$ cat src/rtl/uart_core_param.sv
// uart_core_param: parametrised full-duplex UART with TX/RX FIFOs.
//
// Frame: start (0), DATA_BITS data bits LSB first, optional parity bit, then
// STOP_BITS stop bits (1). Every bit is CLKS_PER_BIT clk cycles long.
// Each RX FIFO entry holds {parity_err, frame_err, data}.
//
// Ports:
//   clk, reset_n     system clock, asynchronous active-low reset
//   wr_en, d_in      push a character into the TX FIFO (ignored when full)
//   tx_full          TX FIFO full (registered)
//   rd_en            pop the RX FIFO head (ignored when empty)
//   d_out            RX FIFO head data, show-ahead, 0 when empty
//   rx_empty         RX FIFO empty (registered)
//   parity_err       parity error flag of the head character
//   frame_err        framing error flag of the head character
//   overrun          sticky, set when a received character is dropped; a pop clears it
//   tx_busy          TX FSM active or TX FIFO holding characters
//   tx               serial output, idle high
//   rx               serial input, asynchronous to clk
module uart_core_param #(
  parameter int CLKS_PER_BIT = 16,
  parameter int DATA_BITS    = 8,
  parameter int PARITY_MODE  = 0,
  parameter int STOP_BITS    = 1,
  parameter int FIFO_DEPTH   = 8
) (
  input  logic                 clk,
  input  logic                 reset_n,
  input  logic                 wr_en,
  input  logic [DATA_BITS-1:0] d_in,
  output logic                 tx_full,
  input  logic                 rd_en,
  output logic [DATA_BITS-1:0] d_out,
  output logic                 rx_empty,
  output logic                 parity_err,
  output logic                 frame_err,
  output logic                 overrun,
  output logic                 tx_busy,
  output logic                 tx,
  input  logic                 rx
);

  localparam int AW = $clog2(FIFO_DEPTH);
  localparam int PW = AW + 1;
  localparam int CW = $clog2(STOP_BITS * CLKS_PER_BIT);
  localparam int BW = $clog2(DATA_BITS);
  localparam int EW = DATA_BITS + 2;

  localparam logic [CW-1:0] BIT_END  = CW'(CLKS_PER_BIT - 1);
  localparam logic [CW-1:0] HALF_END = CW'(CLKS_PER_BIT / 2 - 1);
  localparam logic [CW-1:0] STOP_END = CW'(STOP_BITS * CLKS_PER_BIT - 1);
  localparam logic [BW-1:0] LAST_BIT = BW'(DATA_BITS - 1);

  localparam logic [2:0] TX_IDLE   = 3'd0;
  localparam logic [2:0] TX_START  = 3'd1;
  localparam logic [2:0] TX_DATA   = 3'd2;
  localparam logic [2:0] TX_PARITY = 3'd3;
  localparam logic [2:0] TX_STOP   = 3'd4;

  localparam logic [2:0] RX_IDLE      = 3'd0;
  localparam logic [2:0] RX_START     = 3'd1;
  localparam logic [2:0] RX_DATA      = 3'd2;
  localparam logic [2:0] RX_PARITY    = 3'd3;
  localparam logic [2:0] RX_STOP      = 3'd4;
  localparam logic [2:0] RX_WAIT_HIGH = 3'd5;

  function automatic logic parity_of(input logic [DATA_BITS-1:0] d);
    return (PARITY_MODE == 2) ? ~(^d) : (^d);
  endfunction

  // Pointers carry one extra wrap bit: full when only the wrap bits differ.
  function automatic logic ptr_full(input logic [PW-1:0] w, input logic [PW-1:0] r);
    return (w[AW] != r[AW]) && (w[AW-1:0] == r[AW-1:0]);
  endfunction

  // ---------------------------------------------------------------- TX FIFO
  logic [DATA_BITS-1:0] tx_mem [FIFO_DEPTH];
  logic [PW-1:0]        tx_wp, tx_rp, tx_wp_n, tx_rp_n;
  logic                 tx_empty, tx_push, tx_pop;
  logic [2:0]           tx_state;
  logic [CW-1:0]        tx_cnt;
  logic [BW-1:0]        tx_bit;
  logic [DATA_BITS-1:0] tx_data;
  logic                 tx_level;

  // The FSM takes the next character from IDLE, or straight from the last
  // stop cycle so back-to-back characters leave no idle gap.
  assign tx_pop  = !tx_empty &&
                   ((tx_state == TX_IDLE) || ((tx_state == TX_STOP) && (tx_cnt == STOP_END)));
  // A push onto a full FIFO only lands when a pop frees a slot in the same cycle.
  assign tx_push = wr_en && (!tx_full || tx_pop);
  assign tx_wp_n = tx_wp + PW'(tx_push);
  assign tx_rp_n = tx_rp + PW'(tx_pop);
  assign tx_busy = (tx_state != TX_IDLE) || !tx_empty;

  // NOTE: sequential state uses <= so every flop samples pre-edge values regardless of statement order.
  always_ff @(posedge clk or negedge reset_n) begin
    if (!reset_n) begin
      tx_wp    <= '0;
      tx_rp    <= '0;
      tx_full  <= 1'b0;
      tx_empty <= 1'b1;
    end else begin
      tx_wp    <= tx_wp_n;
      tx_rp    <= tx_rp_n;
      tx_full  <= ptr_full(tx_wp_n, tx_rp_n);
      tx_empty <= (tx_wp_n == tx_rp_n);
    end
  end

  // NOTE: FIFO storage has no reset; the pointers alone define which entries are valid.
  always_ff @(posedge clk) begin
    if (tx_push) tx_mem[tx_wp[AW-1:0]] <= d_in;
  end

  // ----------------------------------------------------------------- TX FSM
  // NOTE: every path assigns tx_level after its default, so no latch is inferred.
  always_comb begin
    tx_level = 1'b1;
    case (tx_state)
      TX_START:  tx_level = 1'b0;
      TX_DATA:   tx_level = tx_data[tx_bit];
      TX_PARITY: tx_level = parity_of(tx_data);
      default:   tx_level = 1'b1;
    endcase
  end

  // tx is registered from the state, so the wire lags the FSM by one cycle;
  // the async reset still forces it high immediately.
  always_ff @(posedge clk or negedge reset_n) begin
    if (!reset_n) begin
      tx_state <= TX_IDLE;
      tx_cnt   <= '0;
      tx_bit   <= '0;
      tx_data  <= '0;
      tx       <= 1'b1;
    end else begin
      tx <= tx_level;
      case (tx_state)
        TX_IDLE: begin
          if (tx_pop) begin
            tx_data  <= tx_mem[tx_rp[AW-1:0]];
            tx_cnt   <= '0;
            tx_state <= TX_START;
          end
        end
        TX_START: begin
          if (tx_cnt == BIT_END) begin
            tx_cnt   <= '0;
            tx_bit   <= '0;
            tx_state <= TX_DATA;
          end else tx_cnt <= tx_cnt + CW'(1);
        end
        TX_DATA: begin
          if (tx_cnt == BIT_END) begin
            tx_cnt <= '0;
            if (tx_bit == LAST_BIT) tx_state <= (PARITY_MODE != 0) ? TX_PARITY : TX_STOP;
            else                    tx_bit   <= tx_bit + BW'(1);
          end else tx_cnt <= tx_cnt + CW'(1);
        end
        TX_PARITY: begin
          if (tx_cnt == BIT_END) begin
            tx_cnt   <= '0;
            tx_state <= TX_STOP;
          end else tx_cnt <= tx_cnt + CW'(1);
        end
        TX_STOP: begin
          if (tx_cnt == STOP_END) begin
            tx_cnt <= '0;
            if (tx_pop) begin
              tx_data  <= tx_mem[tx_rp[AW-1:0]];
              tx_state <= TX_START;
            end else tx_state <= TX_IDLE;
          end else tx_cnt <= tx_cnt + CW'(1);
        end
        default: tx_state <= TX_IDLE;
      endcase
    end
  end

  // ----------------------------------------------------------------- RX FSM
  logic                 rx_s1, rx_s2, rx_prev;
  logic [2:0]           rx_state;
  logic [CW-1:0]        rx_cnt;
  logic [BW-1:0]        rx_bit;
  logic [DATA_BITS-1:0] rx_shift;
  logic                 rx_perr, rx_wr, rx_pop;
  logic [EW-1:0]        rx_mem [FIFO_DEPTH];
  logic [EW-1:0]        rx_head;
  logic [PW-1:0]        rx_wp, rx_rp, rx_wp_n, rx_rp_n;
  logic                 rx_full;

  // The first stop-bit sample writes the character plus its error bits.
  assign rx_wr = (rx_state == RX_STOP) && (rx_cnt == BIT_END);

  always_ff @(posedge clk or negedge reset_n) begin
    if (!reset_n) begin
      rx_s1    <= 1'b1;
      rx_s2    <= 1'b1;
      rx_prev  <= 1'b1;
      rx_state <= RX_IDLE;
      rx_cnt   <= '0;
      rx_bit   <= '0;
      rx_shift <= '0;
      rx_perr  <= 1'b0;
    end else begin
      rx_s1   <= rx;
      rx_s2   <= rx_s1;
      rx_prev <= rx_s2;
      case (rx_state)
        RX_IDLE: begin
          if (rx_prev && !rx_s2) begin
            rx_cnt   <= '0;
            rx_state <= RX_START;
          end
        end
        RX_START: begin
          // Re-check the line at mid start bit; a high level here is a glitch.
          if (rx_cnt == HALF_END) begin
            rx_cnt   <= '0;
            rx_bit   <= '0;
            rx_perr  <= 1'b0;
            rx_state <= rx_s2 ? RX_IDLE : RX_DATA;
          end else rx_cnt <= rx_cnt + CW'(1);
        end
        RX_DATA: begin
          if (rx_cnt == BIT_END) begin
            rx_cnt   <= '0;
            rx_shift <= {rx_s2, rx_shift[DATA_BITS-1:1]};
            if (rx_bit == LAST_BIT) rx_state <= (PARITY_MODE != 0) ? RX_PARITY : RX_STOP;
            else                    rx_bit   <= rx_bit + BW'(1);
          end else rx_cnt <= rx_cnt + CW'(1);
        end
        RX_PARITY: begin
          if (rx_cnt == BIT_END) begin
            rx_cnt   <= '0;
            rx_perr  <= (rx_s2 != parity_of(rx_shift));
            rx_state <= RX_STOP;
          end else rx_cnt <= rx_cnt + CW'(1);
        end
        RX_STOP: begin
          if (rx_cnt == BIT_END) begin
            rx_cnt   <= '0;
            rx_state <= rx_s2 ? RX_IDLE : RX_WAIT_HIGH;
          end else rx_cnt <= rx_cnt + CW'(1);
        end
        RX_WAIT_HIGH: begin
          // A break holds the line low; re-arm only once it is released.
          if (rx_s2) rx_state <= RX_IDLE;
        end
        default: rx_state <= RX_IDLE;
      endcase
    end
  end

  // ---------------------------------------------------------------- RX FIFO
  assign rx_pop  = rd_en && !rx_empty;
  assign rx_wp_n = rx_wp + PW'(rx_wr && !rx_full);
  assign rx_rp_n = rx_rp + PW'(rx_pop);

  always_ff @(posedge clk or negedge reset_n) begin
    if (!reset_n) begin
      rx_wp    <= '0;
      rx_rp    <= '0;
      rx_full  <= 1'b0;
      rx_empty <= 1'b1;
      overrun  <= 1'b0;
    end else begin
      rx_wp    <= rx_wp_n;
      rx_rp    <= rx_rp_n;
      rx_full  <= ptr_full(rx_wp_n, rx_rp_n);
      rx_empty <= (rx_wp_n == rx_rp_n);
      // A drop in the same cycle as a pop keeps the flag set.
      overrun  <= (overrun && !rx_pop) || (rx_wr && rx_full);
    end
  end

  always_ff @(posedge clk) begin
    if (rx_wr && !rx_full) rx_mem[rx_wp[AW-1:0]] <= {rx_perr, !rx_s2, rx_shift};
  end

  assign rx_head    = rx_mem[rx_rp[AW-1:0]];
  assign d_out      = rx_empty ? '0 : rx_head[DATA_BITS-1:0];
  assign frame_err  = !rx_empty && rx_head[DATA_BITS];
  assign parity_err = !rx_empty && rx_head[EW-1];

endmodule

$ cat config.mk
export PLATFORM = sky130hd
export DESIGN_NAME = uart_core_param
export DESIGN_NICKNAME = d
export VERILOG_FILES = /design/src/rtl/uart_core_param.sv
export SDC_FILE = /design/constraint.sdc
export NUM_CORES = 1
export LEC_CHECK = 0
export CAP_MARGIN = 15
export CORE_ASPECT_RATIO = 0.8
export CORE_MARGIN = 5
export CORE_UTILIZATION = 45
export CTS_CLUSTER_SIZE = 20
export DETAILED_ROUTE_END_ITERATION = 7
export DONT_BUFFER_PORTS = 1
export HOLD_SLACK_MARGIN = 0.03
export SYNTH_ARGS = -nofsm -noshare
export SYNTH_HDL_FRONTEND = slang
export SYNTH_SLANG_ARGS = --single-unit
$ cat constraint.sdc
create_clock -name clk -period 2.59 [get_ports clk]
set_input_delay 0.3885 -clock clk [delete_from_list [all_inputs] [get_ports clk]]
set_output_delay 0.3885 -clock clk [all_outputs]
set_load 0.05 [all_outputs]
* Word level (Yosys, flattened, before mapping)
Memories as Yosys holds them, arrays and structs flattened.
Index checks and enable logic that the tools add are counted.
** Operators by class
- Add/sub/neg operators :: 8
- $lt $le $gt $ge :: 1
- Equal/unequal tests :: 36
- Multiplexer cells :: 47
- Reductions and logical operators :: 45
** Operators with widths (count)
- two-way mux 3 bit :: 20
- inequality test 2 bit (second input constant) :: 13
- two-way mux 8 bit :: 3
- two-way mux 4 bit :: 5
- case mux 3 bit (6 select lines) :: 1
- adder 4 x 1 -> 4 bit :: 4
- case mux 8 bit (2 select lines) :: 1
- parity 8 bit :: 2
- == test 3 bit (second input constant) :: 5
- case mux 3 bit (5 select lines) :: 1
- logical AND 1 bit :: 13
- == test 3 x 2 -> 1 bit (second input constant) :: 4
- case mux 3 bit (2 select lines) :: 2
- case mux 4 bit (3 select lines) :: 1
- nonzero test 2 bit :: 5
- adder 4 x 1 -> 4 bit (second input constant) :: 2
- == test 4 bit :: 2
- == test 4 bit (second input constant) :: 2
- two-way mux 1 bit :: 8
- case mux 4 bit (2 select lines) :: 1
- AND reduction 2 bit :: 4
- AND reduction 4 bit :: 2
- AND reduction 7 bit :: 1
- adder 3 x 1 -> 3 bit (second input constant) :: 2
- 18 further kinds :: 33
** Storage, ports and cells
- Flip-flop bits (word level) :: 62
- Memory bits (writable) :: 144
- Output and inout bits :: 15
- Memories :: 2
** Memory list
- rx_mem :: depth 8, width 10, rd ports 1, clocked after Yosys merged registers in 0, write ports 1, line 188 : logic [EW-1:0] rx_mem [FIFO_DEPTH];
- tx_mem :: depth 8, width 8, rd ports 1, clocked after Yosys merged registers in 0, write ports 1, line 77 : logic [DATA_BITS-1:0] tx_mem [FIFO_DEPTH];

* Depth between registers and ports, before layout
- Depth after elaboration :: 9
- Gate-level depth with buffers :: 10
- Depth with buffers taken out :: 10

* Least setup slack after synthesis
OpenSTA, ideal clock, no wires.
- Path type :: reg2reg
- Start point :: register tx_cnt[0]
- End point :: register tx_empty
- Setup time :: 69 ps
- Data arrival time :: 2462 ps
- Required time :: 2521 ps
- Setup slack :: 60 ps
- Stages on the path, launching flop included :: 11
- Path buffers :: 0
- Clock period less this slack :: 2530 ps
- Cells stage by stage :: dfrtp_1 ha_1 nand3_1 a211oi_4 o21a_4 ha_1 ha_1 xor2_1 xor2_1 or3_1 nor2b_1
** On the way
- Cells in the longest elaborated chain, start to end :: 8
- Elaborated cells on any way between the ends :: 9
- Classes of those cells :: add/sub: 2; eq/ne: 2; reduce/logical: 5
** RTL lines
- from (decl) :: line 81 : logic [CW-1:0] tx_cnt;
- from (signal assigned) :: line 152 : end else tx_cnt <= tx_cnt + CW'(1);
- from (signal assigned) :: line 159 : end else tx_cnt <= tx_cnt + CW'(1);
- from (signal assigned) :: line 165 : end else tx_cnt <= tx_cnt + CW'(1);
- == test 4 bit :: line 89 : ((tx_state == TX_IDLE) || ((tx_state == TX_STOP) && (tx_cnt == STOP_END)));
- logical AND 1 bit :: line 89
- logical OR 1 bit :: line 89
- logical AND 1 bit :: line 88 : assign tx_pop = !tx_empty &&
- logical OR 1 bit :: line 91 : assign tx_push = wr_en && (!tx_full || tx_pop);
- logical AND 1 bit :: line 91
- adder 4 x 1 -> 4 bit :: line 92 : assign tx_wp_n = tx_wp + PW'(tx_push);
- net tx_wp_n[2] :: line 78 : logic [PW-1:0] tx_wp, tx_rp, tx_wp_n, tx_rp_n;
- == test 4 bit :: line 107 : tx_empty <= (tx_wp_n == tx_rp_n);
- to (signal assigned) :: line 107
- to (decl) :: line 79 : logic tx_empty, tx_push, tx_pop;
The timed path passes the listed nets, and every way through them passes these cells.
A chain may end at the register's enable or synchronous reset.

* Final worst setup path
- Start point :: register rx_rp[0]
- End point :: output d_out[7]
** On the way
- Cells in the longest elaborated chain, start to end :: 2
** RTL lines
- from (decl) :: line 190 : logic [PW-1:0] rx_wp, rx_rp, rx_wp_n, rx_rp_n;
- from (signal assigned) :: line 270 : rx_rp <= rx_rp_n;
- memory (8 x 10 bit)
- two-way mux 8 bit :: line 283 : assign d_out = rx_empty ? '0 : rx_head[DATA_BITS-1:0];
- to (decl) :: line 33 : output logic [DATA_BITS-1:0] d_out,
No other way between the ends.

==> results.cfg <==
[clock_tree]
clock_root_buffer = sky130_fd_sc_hd__clkbuf_16
clock_path_buffers = 3
clock_tree_from_tritoncts = built
cts-buffers-inserted = 21
insertion_delay_ns = 0.49
htreeDepth = 1
cts.sink_count = 206
worst_setup_hold_path_clk_slew_ns = 0.06

[power]
total_power_w = 0.00938
max-vdd-ir-drop_uv = 453
leakage_nw = 3.73
power.density_cell_area_nw_per_um2 = 927

[cells_and_area]
area_delta_synth_final_pct = 18.0
most-common-layout-cells = 144 x sky130_fd_sc_hd__edfxtp_1, 54 x sky130_fd_sc_hd__dfrtp_1, 52 x sky130_fd_sc_hd__buf_4, 42 x sky130_fd_sc_hd__nor2_1, 38 x sky130_fd_sc_hd__mux4_2
final_cell_count_no_fill = 850
layout.nets = 604
mostFrequentLayoutCell = sky130_fd_sc_hd__edfxtp_1
drive_above_1_share_pct = 27.4
finalInstanceArea_um2 = 10100
n_antenna_cell = 0
nFillCells = 1541

[floorplan]
io_pins = 28
initial_standard_cell_utilization_of_the_core_pct = 45.5
core_region_area_um2 = 18900
fp.dieW_um = 164
die_height_um = 133
std_cell_rows = 45
dieArea_um2 = 21900

[global_routing]
grt_antenna_before_repair = 0
wire_length_of_the_first_global_routing_pass_um = 25500
grt_pass1_vias = 4583
global_route.overflow_total = 0
largest_net_degree_at_the_start_of_global_routing = 63
grtUsageTotal_pct = 15.0

[place]
worst_slack_at_placement_ns = 0.0371
placedInstanceArea_um2 = 9170
port_buffers = 0
dp.cells = 796
place_hpwl_um = 10600
final_weighted_congestion_in_routability_driven_placement = 0.749

[run_status]
run_status = completed

[setup_path]
critPathCaptureType = primary output
reg2reg_setup_slack_ns = 0.13
required_ns = 2.20
crit_path_class = flip-flop to primary output
r2r_start = tx_cnt[1]
worst_r2r_endpoint = tx_empty
critPathLaunch = rx_rp[0]
worst-endpoint-arrival_ns = 2.16
r2r_cell_count = 10
crit_path_end = d_out[7]
critical_path.max_fanout = 6
critPathLaunchType = flip-flop

[synth]
synth_largest_type_area_fraction_pct = 50.4
synth_cells = 509
synthTopCellsByArea = sky130_fd_sc_hd__edfxtp_1 50%, sky130_fd_sc_hd__dfrtp_1 16%, sky130_fd_sc_hd__mux4_2 10%, sky130_fd_sc_hd__mux2i_1 2.5%, sky130_fd_sc_hd__ha_1 2.0%
seq_area_frac_synth_pct = 68.6
synth_cell_type_count = 51
synth.yosys.warnings = 0
synth.avg_cell_area_um2 = 16.9
count_of_state_elements_after_synthesis = 206
post-synth-top-area-cell = sky130_fd_sc_hd__edfxtp_1
synth_area_um2 = 8580
postSynthNetCount = 536

[drt]
drt-wirelength-per-cell_um = 18.8
first_pass_iters = 4
drc = 0
drtAntennaViolNets = 0
num_vias = 4449
vias_per_cell = 5.23
postRouteWirelength_um = 16000
drt_first_iter_violations = 321

[timing]
final_hold_viol_count = 0
final_cycle_share_pct = 98.3
period_needed_ns = 2.55
pins_over_their_slew_limit = 0
setup_violations = 0
worst_setup_margin_ns = 0.0439
worstMarginPinSlew_ns = 0.726
relSlewSlack_pct = 51.2
achievable-frequency_ghz = 0.393
final_worst_clock_skew_ns = 0.0150

[hold_path]
worst_hold_path_type = input port to flip-flop

[run]
timing.max_cap.violations = 0
-- Yosys cell counts (all sizes together) --
master,number
nand3,7
nor4,2
a32oi,1
a31oi,2
a311oi,2
edfxtp,144
dfstp,6
o22ai,1
dfrtp,56
a22o,4
nand2b,7
a211o,1
nand2,20
nor4b,1
or3,2
ha,14
buf,14
a211oi,4
xnor2,17
o31ai,1
o21a,1
a32o,1
o21ai,10
nor2,42
mux2i,21
and3b,1
or2,2
nor2b,6
a21oi,13
a41oi,1
a21o,1
mux2,11
nor3b,1
and3,4
mux4,38
a22oi,1
xor2,18
inv,10
o32ai,1
clkbuf,7
nor3,13
-- how the worst min path moves through the flow --
| stage | startpoint | to | slack, ns | cells after the start |
|---|---|---|---|---|
| finish | rd_en | overrun | 0.22 | 2 |
| detailed placement | reset_n | rx_cnt[1] | 0.1 | 0 |
| CTS | wr_en | tx_wp[0] | 0.21 | 2 |
| global route | wr_en | tx_wp[0] | 0.22 | 2 |
| global placement | reset_n | rx_cnt[1] | 0.1 | 0 |
| floorplan | reset_n | overrun | 0.09 | 0 |
-- what timing repair did --
action                     CTS  global route
setup buffers                0             3
setup endpoints to repair    0             5
resized for setup            0             7
hold endpoints to repair   127             0
hold buffers                11             0
-- worst max-delay path: stages, from the launching register on --
cell and delay (ns):
sky130_fd_sc_hd__dfrtp_2 0.46, sky130_fd_sc_hd__buf_12 0.16, sky130_fd_sc_hd__mux4_2 0.50, sky130_fd_sc_hd__mux2i_1 0.27, sky130_fd_sc_hd__nor2_1 0.09, sky130_fd_sc_hd__buf_4 0.20
-- per-stage QoR --
stage / util [%] / setup TNS [ns] / hold slack (ns)
finish: 53.7 / 0 / 0.222
global route: 53.7 / -0.00233 / 0.219
CTS: 53.1 / 0 / 0.207
detailed placement: 48.6 / 0 / 0.0969
global placement: 48.6 / 0 / 0.0968
floorplan: - / 0 / 0.0929
-- kinds of logic (layout without fill, tap and decap cells) --
| family | Yosys count | after routing | share of synthesized area, % |
|---|---|---|---|
| XOR/XNOR | 35 | 35 | 3.57 |
| multiplexers | 70 | 70 | 13.9 |
| AO/OA/AOI/OAI | 45 | 45 | 3.73 |
| flip-flops | 206 | 206 | 68.6 |
| buffers and inverters | 31 | 114 | 1.87 |
| AND/OR/NAND/NOR | 108 | 108 | 6.33 |
| adder cells (fa/ha/maj) | 14 | 14 | 2.04 |
-- power by group --
part / switching [W] / internal, W / total (W)
clock network: 0.00120 / 0.00191 / 0.00312
logic: 0.00127 / 0.000933 / 0.00220
registers: 0.000228 / 0.00383 / 0.00406
total: 0.00270 / 0.00668 / 0.00938
-- final cells by class --
| type | instances | area, um^2 | share of cell area [%] |
|---|---|---|---|
| Multi-Input combinational cell | 272 | 2560 | 25.3 |
| Clock inverter | 11 | 136 | 1.35 |
| Timing Repair Buffer | 66 | 588 | 5.81 |
| Tap cell | 258 | 323 | 3.19 |
| Inverter | 10 | 37.5 | 0.371 |
| Sequential cell | 206 | 5890 | 58.2 |
| Clock buffer | 27 | 589 | 5.82 |
-- sequential cells by signal (all words and copies together) (netlist names), 3 cells and up --
name and flops:
rx_bit 3, tx_wp 4, rx_cnt 4, rx_state 3, tx_rp 4, rx_shift 8, tx_state 3, tx_cnt 4
tx_bit 3, rx_wp 4, rx_rp 4, rx_mem 80, tx_data 8, tx_mem 64
-- routing by layer --
layer	global-route usage (%)	share of wire, %
met1	23.4	49
met2	22.1	45
met3	3.00	4.4
met4	2.79	1.3
met5	0	0
No activity file was read; power rests on OpenSTA's default activity.
